## src/rtl/attn_credit_tx.sv

```systemverilog
`default_nettype none
// ============================================================================
// Module      : attn_credit_tx
// Description : Credit-flow-controlled transmitter that buffers 9-bit ex
//               results and sends each as a low byte beat then a high beat.
// Revision    : 1.0 - initial release
// ============================================================================
module attn_credit_tx #(
    parameter int DEPTH        = 4,
    parameter int INIT_CREDITS = 2,
    parameter int MAX_CREDITS  = 4,
    parameter int CW           = 3
) (
    input  logic          clk,
    input  logic          rst_n,
    input  logic [8:0]    in_data,
    input  logic          in_valid,
    output logic          in_ready,
    output logic [7:0]    tx_data,
    output logic          tx_valid,
    output logic          tx_last,
    input  logic          credit_ret,
    output logic [CW-1:0] credit_cnt,
    output logic          err_ovf
);

    localparam int AW = $clog2(DEPTH);

    typedef enum logic [1:0] {
        S_IDLE = 2'd0,
        S_LO   = 2'd1,
        S_HI   = 2'd2
    } state_t;

    state_t        r_state;
    state_t        w_state_nxt;

    logic [8:0]    r_mem [DEPTH];
    logic [AW:0]   r_wr_ptr;
    logic [AW:0]   r_rd_ptr;
    logic [CW-1:0] r_credit;
    logic [CW-1:0] w_credit_nxt;
    logic          r_err_ovf;
    logic          w_ovf_set;
    logic [7:0]    r_tx_data;
    logic          r_tx_valid;
    logic          r_tx_last;
    logic [7:0]    w_tx_data_nxt;
    logic          w_tx_valid_nxt;
    logic          w_tx_last_nxt;

    logic          w_full;
    logic          w_empty;
    logic          w_push;
    logic          w_pop;
    logic          w_start;
    logic [8:0]    w_head;

    // Extra pointer MSB distinguishes full from empty when the indices match.
    assign w_empty  = (r_wr_ptr == r_rd_ptr);
    assign w_full   = (r_wr_ptr[AW] != r_rd_ptr[AW]) &&
                      (r_wr_ptr[AW-1:0] == r_rd_ptr[AW-1:0]);
    assign in_ready = !w_full;
    assign w_push   = in_valid && !w_full;
    assign w_head   = r_mem[r_rd_ptr[AW-1:0]];

    always_ff @(posedge clk) begin
        if (w_push) begin
            r_mem[r_wr_ptr[AW-1:0]] <= in_data;
        end
    end

    always_ff @(posedge clk or negedge rst_n) begin
        if (!rst_n) begin
            r_wr_ptr <= '0;
            r_rd_ptr <= '0;
        end else begin
            if (w_push) r_wr_ptr <= r_wr_ptr + 1'b1;
            if (w_pop)  r_rd_ptr <= r_rd_ptr + 1'b1;
        end
    end

    always_ff @(posedge clk or negedge rst_n) begin
        if (!rst_n) begin
            r_state    <= S_IDLE;
            r_tx_data  <= '0;
            r_tx_valid <= 1'b0;
            r_tx_last  <= 1'b0;
        end else begin
            r_state    <= w_state_nxt;
            r_tx_data  <= w_tx_data_nxt;
            r_tx_valid <= w_tx_valid_nxt;
            r_tx_last  <= w_tx_last_nxt;
        end
    end

    // The start decision uses the registered count, so a credit returned
    // this cycle only becomes usable next cycle.
    always_comb begin
        w_state_nxt    = r_state;
        w_start        = 1'b0;
        w_pop          = 1'b0;
        w_tx_data_nxt  = r_tx_data;
        w_tx_valid_nxt = 1'b0;
        w_tx_last_nxt  = 1'b0;
        case (r_state)
            S_IDLE, S_HI: begin
                if (!w_empty && (r_credit != '0)) begin
                    w_state_nxt    = S_LO;
                    w_start        = 1'b1;
                    w_tx_data_nxt  = w_head[7:0];
                    w_tx_valid_nxt = 1'b1;
                end else begin
                    w_state_nxt = S_IDLE;
                end
            end
            S_LO: begin
                w_state_nxt    = S_HI;
                w_pop          = 1'b1;
                w_tx_data_nxt  = {7'b0, w_head[8]};
                w_tx_valid_nxt = 1'b1;
                w_tx_last_nxt  = 1'b1;
            end
            default: begin
                w_state_nxt = S_IDLE;
            end
        endcase
    end

    always_comb begin
        w_credit_nxt = r_credit;
        w_ovf_set    = 1'b0;
        if (credit_ret && !w_start) begin
            if (r_credit == CW'(MAX_CREDITS)) begin
                w_ovf_set = 1'b1;
            end else begin
                w_credit_nxt = r_credit + CW'(1);
            end
        end else if (!credit_ret && w_start) begin
            w_credit_nxt = r_credit - CW'(1);
        end
    end

    always_ff @(posedge clk or negedge rst_n) begin
        if (!rst_n) begin
            r_credit  <= CW'(INIT_CREDITS);
            r_err_ovf <= 1'b0;
        end else begin
            r_credit <= w_credit_nxt;
            if (w_ovf_set) r_err_ovf <= 1'b1;
        end
    end

    assign tx_data    = r_tx_data;
    assign tx_valid   = r_tx_valid;
    assign tx_last    = r_tx_last;
    assign credit_cnt = r_credit;
    assign err_ovf    = r_err_ovf;

endmodule
`default_nettype wire

```

## config.mk

```make
export PLATFORM = sky130hd
export DESIGN_NAME = attn_credit_tx
export DESIGN_NICKNAME = d
export VERILOG_FILES = /design/src/rtl/attn_credit_tx.sv
export SDC_FILE = /design/constraint.sdc
export NUM_CORES = 1
export LEC_CHECK = 0
export ABC_AREA = 0
export CAP_MARGIN = 20
export CORE_ASPECT_RATIO = 1.25
export CORE_UTILIZATION = 59
export CTS_CLUSTER_DIAMETER = 100
export CTS_CLUSTER_SIZE = 14
export DETAILED_ROUTE_END_ITERATION = 12
export PLACE_DENSITY = 0.83
export SYNTH_ARGS = -nofsm -noshare
export SYNTH_HDL_FRONTEND = slang
export SYNTH_SLANG_ARGS = --single-unit
```

## constraint.sdc

```tcl
create_clock -name clk -period 5.83 [get_ports clk]
set_input_delay 0.8745 -clock clk [delete_from_list [all_inputs] [get_ports clk]]
set_output_delay 0.8745 -clock clk [all_outputs]
set_load 0.05 [all_outputs]
```

[Yosys cells after proc, flatten, opt, wreduce, memory -nomap -nowiden]
Memories as Yosys holds them, arrays and structs flattened.
Index checks and enable logic that the tools add are counted.
Word-level totals
  bits in registers: 22
  bits in writable memories: 36
  bits of input ports: 13
  output and inout bits: 15
  word-level logic and storage cells: 52
  memories: 1
Memories
  r_mem: depth 4, bits a word 9, rd ports 1, clocked after Yosys merged registers in 0, wr ports 1, line 38  | logic [8:0] r_mem [DEPTH];
Operators by class
  $add $sub $neg: 4
  equal/unequal tests: 8
  multiplexer cells: 15
  reduce and logical (&&, ||, !) cells: 16
Operator list (count)
  8-bit case mux with 2 select lines: 1
  3-bit by 1-bit adder with 3-bit output, second input constant: 3
  3-bit two-way mux: 3
  1-bit two-way mux: 8
  8-bit two-way mux: 1
  1-bit logical AND: 5
  1-bit logical NOT: 4
  2-bit != test, second input constant: 2
  2-bit case mux with 2 select lines: 1
  2-bit AND reduction: 2
  2-bit nonzero test: 2
  3-bit == test: 1
  3-bit == test, second input constant: 1
  3-bit nonzero test: 1
  3-bit by 1-bit subtractor with 3-bit output, second input constant: 1
  2-bit by 1-bit == test with 1-bit output, second input constant: 1
  2-bit == test: 1
  2-bit == test, second input constant: 1
  2-bit logical NOT: 1
  1-bit case mux with 2 select lines: 1
  2-bit OR reduction: 1
  1-bit != test: 1

[Logic depth before layout (Yosys ltp)]
Gate-level depths: netlist of run 1.
  word-level depth: 9
  gate-level depth with buffers: 9
  depth with buffers taken out: 9

[Worst setup path before layout of run 1]
No wires, ideal clock.
  path kind: input to register
  start: input credit_ret
  end: register r_credit[2], in the netlist credit_cnt[2]
  setup time: 0.066 ns
  arrival: 2.246 ns
  required time: 5.764 ns
  path slack: 3.519 ns
  cell stages on the path: 6
  path buffers: 1
  cells stage by stage: clkbuf_1 > o21ai_0 > fa_1 > or2_2 > mux2i_1 > mux2_2
On the way
  longest elaborated chain between the ends: 4
  elaborated cells on any way between the ends: 7
  classes of those cells: eq/ne: 1; mux: 1; reduce/logical: 5
Ends and longest elaborated chain
  from (decl): line 22  | input logic credit_ret,
  1-bit logical NOT: line 139  | end else if (!credit_ret && w_start) begin
  1-bit logical AND: line 139
  2-bit nonzero test (no source line)
  2-bit AND reduction (no source line)
  to (signal assigned): line 146  | r_credit <= CW'(INIT_CREDITS);
  to (signal assigned): line 149  | r_credit <= w_credit_nxt;
  to (decl): line 41  | logic [CW-1:0] r_credit;
Several ways; a longest one is shown, not always the timed one.
A chain may end at the register's enable or synchronous reset.

[Worst setup path in the final report of run 1]
  start: register r_rd_ptr[0]
  end: output in_ready
On the way
  longest elaborated chain between the ends: 3
Ends and longest elaborated chain
  from (decl): line 40  | logic [AW:0] r_rd_ptr;
  from (signal assigned): line 79  | if (w_pop) r_rd_ptr <= r_rd_ptr + 1'b1;
  2-bit == test: line 62  | (r_wr_ptr[AW-1:0] == r_rd_ptr[AW-1:0]);
  1-bit logical AND: line 61  | assign w_full = (r_wr_ptr[AW] != r_rd_ptr[AW]) &&
  1-bit logical NOT: line 63  | assign in_ready = !w_full;
  to (decl): line 18  | output logic in_ready,
Every way passes these cells.

==> results of run 1 <==
==> worst max path at each step <==
stage                start       endpoint  slack (ns)  depth (start not counted)
6_report       r_rd_ptr[0]       in_ready        2.59                          3
5_1_grt        r_rd_ptr[0]       in_ready        2.41                          3
4_1_cts        r_rd_ptr[0]       in_ready        2.53                          3
3_5_place_dp   r_rd_ptr[0]       in_ready        2.88                          3
3_3_place_gp   r_rd_ptr[0]       in_ready        2.89                          3
2_1_floorplan   credit_ret  credit_cnt[2]        3.52                          6
==> power breakdown <==
group / switching (mW) / internal (mW)
registers: 0.114 / 0.573
clock network: 0.134 / 0.166
logic: 0.478 / 0.315
total: 0.726 / 1.05
==> state kept, by name, summed over array words and instances (netlist names) <==
signal      count
credit_cnt      3
r_rd_ptr        3
r_state         2
tx_data         8
err_ovf         1
tx_valid        1
r_wr_ptr        3
r_mem          36
==> critical path, delay by kind of cell, from the launching register on <==
family	cells	cell delay [ns]
buf+inv	1	0.81
flops	1	0.77
xor+xnor	1	0.31
simple gates	1	0.15
==> kinds of logic (layout without fill, tap and decap cells) <==
kind of cell | after synthesis | in the layout | synth area share [%]
AOI/OAI and AO/OA | 20 | 20 | 6.20
xor gates and xnor gates | 10 | 10 | 3.65
adders and majority gates | 6 | 6 | 3.44
buffers and inverters | 11 | 49 | 2.09
DFF | 57 | 57 | 67.0
muxes | 13 | 13 | 10.2
and+or+nand+nor | 39 | 39 | 7.46
==> layer usage <==
| metal | wire, um | part of all wire (%) |
|---|---|---|
| met2 | 2190 | 55 |
| met3 | 98 | 2.5 |
| met5 | 0 | 0 |
| met1 | 1590 | 40 |
| met4 | 74 | 1.9 |
==> cells in the final DEF (no fill, tap or decap), types with 4 or more instances in the layout <==
cell	Yosys	routed
nor2_1	4	4
xnor2_1	7	7
inv_1	6	6
clkbuf_8	0	10
ha_1	5	5
mux4_2	9	9
nand2_1	23	23
clkbuf_1	3	5
edfxtp_1	36	36
clkdlybuf4s50_1	0	27
o21ai_0	11	11
dfrtp_1	20	20
==> layout make-up <==
class	count	share of cell area (%)
Sequential cell	57	56.0
Multi-Input combinational cell	88	25.8
Timing Repair Buffer	27	9.41
Clock buffer	15	5.45
Tap cell	54	2.35
Inverter	6	0.784
Clock inverter	1	0.174
==> metrics by stage <==
stage                     std cells  hold WS [ns]
after floorplan                 156         0.498
after global placement          232         0.458
after detailed placement        232         0.458
after CTS                       248         0.472
after global routing            248         0.485
final                           248         0.484
==> impl_metrics.csv, run 1 <==
group,metric,value,unit
run_status,status,"finished, final reports clean",
global_routing,grt_usage,21.5,%
logic_synthesis,synthArstFlopShare,36.8,%
setup_path,critPathLaunchType,"flop",
routing,via_per_inst,5.52,
timing,slew_violations,0,
worst_hold_path,worstHoldStart,"err_ovf",
global_routing,grt_pass1_vias,1392,
logic_synthesis,synth_commonest_cells,"edfxtp_1, nand2_1, dfrtp_1",
placement,io_buffers,27,
global_routing,gr-max-usage-layer,"met2",
setup_path,r2r_start,"r_rd_ptr[0]",
clock_tree,clk_pin_slew,0.06,ns
global_routing,met2_usage,37.5,%
routing,drtAntennaViolNets,0,
die,die-area,4330,um2
global_routing,grt_pass1_wl,6420,um
timing,fin_crit,3.24,ns
setup_path,endpoint_kind,"output port",
setup_path,cpPeakStageDelay,0.81,ns
clock_tree,cts_setup_buffers,0,
clock_tree,postCtsHoldBufs,0,
clock_tree,cts_buffers,9,
global_routing,use_met1,24.4,%
global_routing,grt_max_degree,22,
die,die_x,59.0,um
die,start_util,62.4,%
clock_tree,cts_resized,0,
power_and_ir_drop,power.total,1.78,mW
layout,postLayoutCoreUtil,74.6,%
setup_path,critPathArrivalTime,2.36,ns
timing,tns,0,ns
layout,fillers,260,
timing,hold_viol_final,0,
placement,place_congestion,0.772,
routing,vias,1369,
worst_hold_path,min_to,"err_ovf",
routing,firstDrtPassIters,4,
layout,multi_input_area,742,um2
logic_synthesis,synth_top_flop_cell,"edfxtp_1",
die,ios,28,
setup_path,cp_slowest_cell,"clkdlybuf4s50_1",
setup_path,criticalPathCategory,"flop to output port",
placement,pre_cts_ws,2.88,ns
timing,worst_slack,2.59,ns
logic_synthesis,postSynthNetCount,175,
placement,dp_hpwl,2850,um
clock_tree,clk_latency,0.31,ns
logic_synthesis,synth_area_leaders,"edfxtp_1, dfrtp_1, mux4_2",
timing,max_freq,0.309,GHz
setup_path,cp_cell_sequence,"xnor2_1 -> nand3_1 -> clkdlybuf4s50_1",
timing,fin_skew,0.00717,ns
clock_tree,root_buffer,"clkbuf_8",
logic_synthesis,ys_seq_elements,57,
logic_synthesis,synth_area,2400,um2
clock_tree,cts.path.max_buffers,2,
placement,placed_cell_area,2710,um2
layout,drive_above_1_share,13.9,%
power_and_ir_drop,powerDensity,620,nW/um2
timing,max-slew-margin-rel,37.5,%
routing,drt_drc_violations_left,0,
logic_synthesis,synth_top_area_share,45.0,%
layout,nets,208,
logic_synthesis,yosys_warnings,0,
timing,setup_violations,0,
worst_hold_path,hold_path_depth,1,
setup_path,r2r_end,"credit_cnt[2]",
logic_synthesis,synth_cell_types,34,
routing,drt_iter0_markers,102,
power_and_ir_drop,p_leak,1.07,nW
logic_synthesis,synth_area_leader_cell,"edfxtp_1",
worst_hold_path,hold_class,"flop to flop",
layout,num_antenna_cells,0,
run,drv_cap,0,
setup_path,worstPathMaxFanout,12,
layout,design_area,2870,um2
clock_tree,cts_max_level,3,
timing,rsz0062_at_grt,"false",
logic_synthesis,synth_cells,156,
logic_synthesis,avgSynthCellArea,15.4,um2
die,die_h,73.3,um
setup_path,required,4.96,ns
layout,syn_to_final_growth,19.7,%
power_and_ir_drop,vdd_drop_max,0.304,mV
logic_synthesis,synth_edf_count,36,
clock_tree,cts_tree,"done",
timing,post-route-period-util,55.5,%
timing,worst_slew_pin_slew,0.934,ns
routing,routed_wl,3950,um
setup_path,reg2reg_slack,3.03,ns
layout,seqCellArea,1610,um2
global_routing,overflow,0,
die,core,3850,um2
routing,wire_per_inst,15.9,um
clock_tree,cts_sinks,57,
global_routing,antenna_found_initial,0,
die,rows,25,
logic_synthesis,ys_seq_area_share,67.0,%
setup_path,reg2regPathDepth,8,
logic_synthesis,synthMostInstantiatedCell,"edfxtp_1",
global_routing,use_met3,4.40,%
(Power assumes the default switching activity.)
==> inputs of run 2 (changes only) <==
--- a/config.mk
+++ b/config.mk
@@ -8,11 +8,11 @@
 export ABC_AREA = 0
 export CAP_MARGIN = 20
 export CORE_ASPECT_RATIO = 1.25
-export CORE_UTILIZATION = 59
+export CORE_UTILIZATION = 55
 export CTS_CLUSTER_DIAMETER = 100
 export CTS_CLUSTER_SIZE = 14
 export DETAILED_ROUTE_END_ITERATION = 12
-export PLACE_DENSITY = 0.83
+export PLACE_DENSITY = 0.79
 export SYNTH_ARGS = -nofsm -noshare
 export SYNTH_HDL_FRONTEND = slang
 export SYNTH_SLANG_ARGS = --single-unit
==> constraint.sdc (replaced) <==
create_clock -name clk -period 3.1 [get_ports clk]
set_input_delay 0.465 -clock clk [delete_from_list [all_inputs] [get_ports clk]]
set_output_delay 0.465 -clock clk [all_outputs]
set_load 0.05 [all_outputs]
==> run 2 against run 1 <==
Sequential power grew 80%; cell area rose by 3.6%; cell count rose by 2.0%; power is 100% higher; combinational power rose by 98%; die area grew 7.0%; setup slack got worse by 2.1 ns; non-clock buffer count up 3; register-to-register slack lost 2.4 ns; clock power up 150%; critical endpoint unchanged.
==> impl_metrics.csv, run 2 (synthesis results as in run 1) <==
group,metric,value,unit
run_status,status,"finished, final reports clean",
setup_path,critPathLaunchType,"flop",
timing,post-route-period-util,82.9,%
global_routing,antenna_found_initial,0,
timing,tns,0,ns
layout,num_antenna_cells,0,
setup_path,critPathArrivalTime,2.11,ns
placement,dp_hpwl,2830,um
global_routing,overflow,0,
timing,worst_slew_pin_slew,0.773,ns
power_and_ir_drop,p_leak,1.12,nW
timing,setup_violations,0,
placement,io_buffers,27,
die,ios,28,
routing,wire_per_inst,16.8,um
global_routing,grt_pass1_vias,1487,
clock_tree,clk_pin_slew,0.06,ns
layout,nets,211,
die,core,4130,um2
routing,routed_wl,4250,um
routing,vias,1384,
timing,max_freq,0.389,GHz
layout,syn_to_final_growth,23.9,%
global_routing,grt_pass1_wl,6910,um
die,die-area,4630,um2
clock_tree,postCtsHoldBufs,0,
layout,design_area,2970,um2
placement,placed_cell_area,2730,um2
timing,max-slew-margin-rel,48.5,%
routing,drt_drc_violations_left,0,
setup_path,required,2.63,ns
clock_tree,cts_buffers,9,
power_and_ir_drop,powerDensity,1190,nW/um2
run,drv_cap,0,
clock_tree,cts.path.max_buffers,2,
layout,most-common-layout-cells,"edfxtp_1, clkdlybuf4s50_1, nand2_1",
layout,drive_above_1_share,17.3,%
setup_path,reg2reg_slack,0.61,ns
power_and_ir_drop,vdd_drop_max,0.592,mV
die,start_util,58.1,%
clock_tree,clk_latency,0.33,ns
routing,drtAntennaViolNets,0,
die,die_h,75.9,um
placement,place_congestion,0.811,
setup_path,endpoint_kind,"output port",
clock_tree,cts_sinks,57,
timing,rsz0062_at_grt,"false",
layout,fillers,283,
clock_tree,cts_setup_buffers,0,
routing,firstDrtPassIters,4,
setup_path,worstPathMaxFanout,5,
clock_tree,cts_max_level,3,
placement,dp.cells,236,
setup_path,criticalPathCategory,"flop to output port",
timing,hold_viol_final,0,
layout,final_common_cell,"edfxtp_1",
routing,via_per_inst,5.47,
clock_tree,cts_resized,0,
die,die_x,61.1,um
layout,finalNonFillerCells,253,
timing,fin_skew,0.00415,ns
timing,slew_violations,0,
clock_tree,root_buffer,"clkbuf_8",
global_routing,grt_max_degree,22,
global_routing,grt_usage,22.6,%
timing,fin_crit,2.57,ns
clock_tree,cts_tree,"done",
routing,drt_iter0_markers,67,
die,rows,26,
worst_hold_path,hold_class,"primary input to asynchronous set/reset pin",
layout,largest_reg_flops,36,
==> run 2: cell count changes in the layout (fill, tap and decap cells not counted) <==
| cell | change |
|---|---|
| clkinv_2 | +1 |
| clkinvlp_4 | +1 |
| buf_16 | +1 |
| clkinv_1 | +1 |
| bufinv_16 | +2 |
| clkbuf_1 | -5 |
| buf_4 | +2 |
==> run 2: metrics by stage <==
stage               setup slack [ns]  hold slack [ns]  utilization, %  total power [mW]
floorplan                      0.838            0.169               -              2.40
global placement               0.749            0.481            66.0              2.76
detailed placement             0.656            0.507            66.0              2.83
CTS                            0.481            0.522            71.3              3.60
global route                   0.408            0.346            72.0              3.78
finish                         0.529            0.354            72.0              3.55
==> run 2: layout make-up <==
| cell class | count | area (um2) | area share, % |
|---|---|---|---|
| inverters | 6 | 22.5 | 0.757 |
| multi-input cells | 88 | 742 | 24.9 |
| repair buffers | 30 | 313 | 10.5 |
| flip-flops and latches | 57 | 1610 | 54.1 |
| clock inverters | 6 | 81.3 | 2.73 |
| well taps | 56 | 70.1 | 2.36 |
| clock buffers | 10 | 138 | 4.63 |
==> run 2: metal layers <==
| metal | track usage (%) | vias to the layer above | wire length, um |
|---|---|---|---|
| li1 | - | 644 | - |
| met4 | 9.85 | 0 | 78 |
| met3 | 8.32 | 9 | 247 |
| met5 | 0 | - | 0 |
| met2 | 40.8 | 44 | 2370 |
| met1 | 22.9 | 687 | 1550 |
==> run 2: worst paths after layout <==
kind	from	endpoint	cells past startpoint
worst max-delay path	r_wr_ptr[0]	in_ready	3
worst min-delay path	rst_n	tx_valid	1
worst max register to register	r_wr_ptr[1]	credit_cnt[2]	8
worst min register to register	err_ovf	err_ovf	1
max in group asynchronous	rst_n	credit_cnt[1]	2
min in group clk	err_ovf	err_ovf	1
==> run 2: critical path: stages, from the launching register on <==
cell	delay, ns
dfrtp_1	0.42
xnor2_1	0.47
nand3_1	0.15
clkdlybuf4s50_1	0.74
==> run 2: where the power goes <==
part	switching, mW	total, mW	internal, mW
sequential	0.158	1.24	1.08
combinational	0.959	1.57	0.611
clock	0.278	0.746	0.468
total	1.40	3.55	2.16
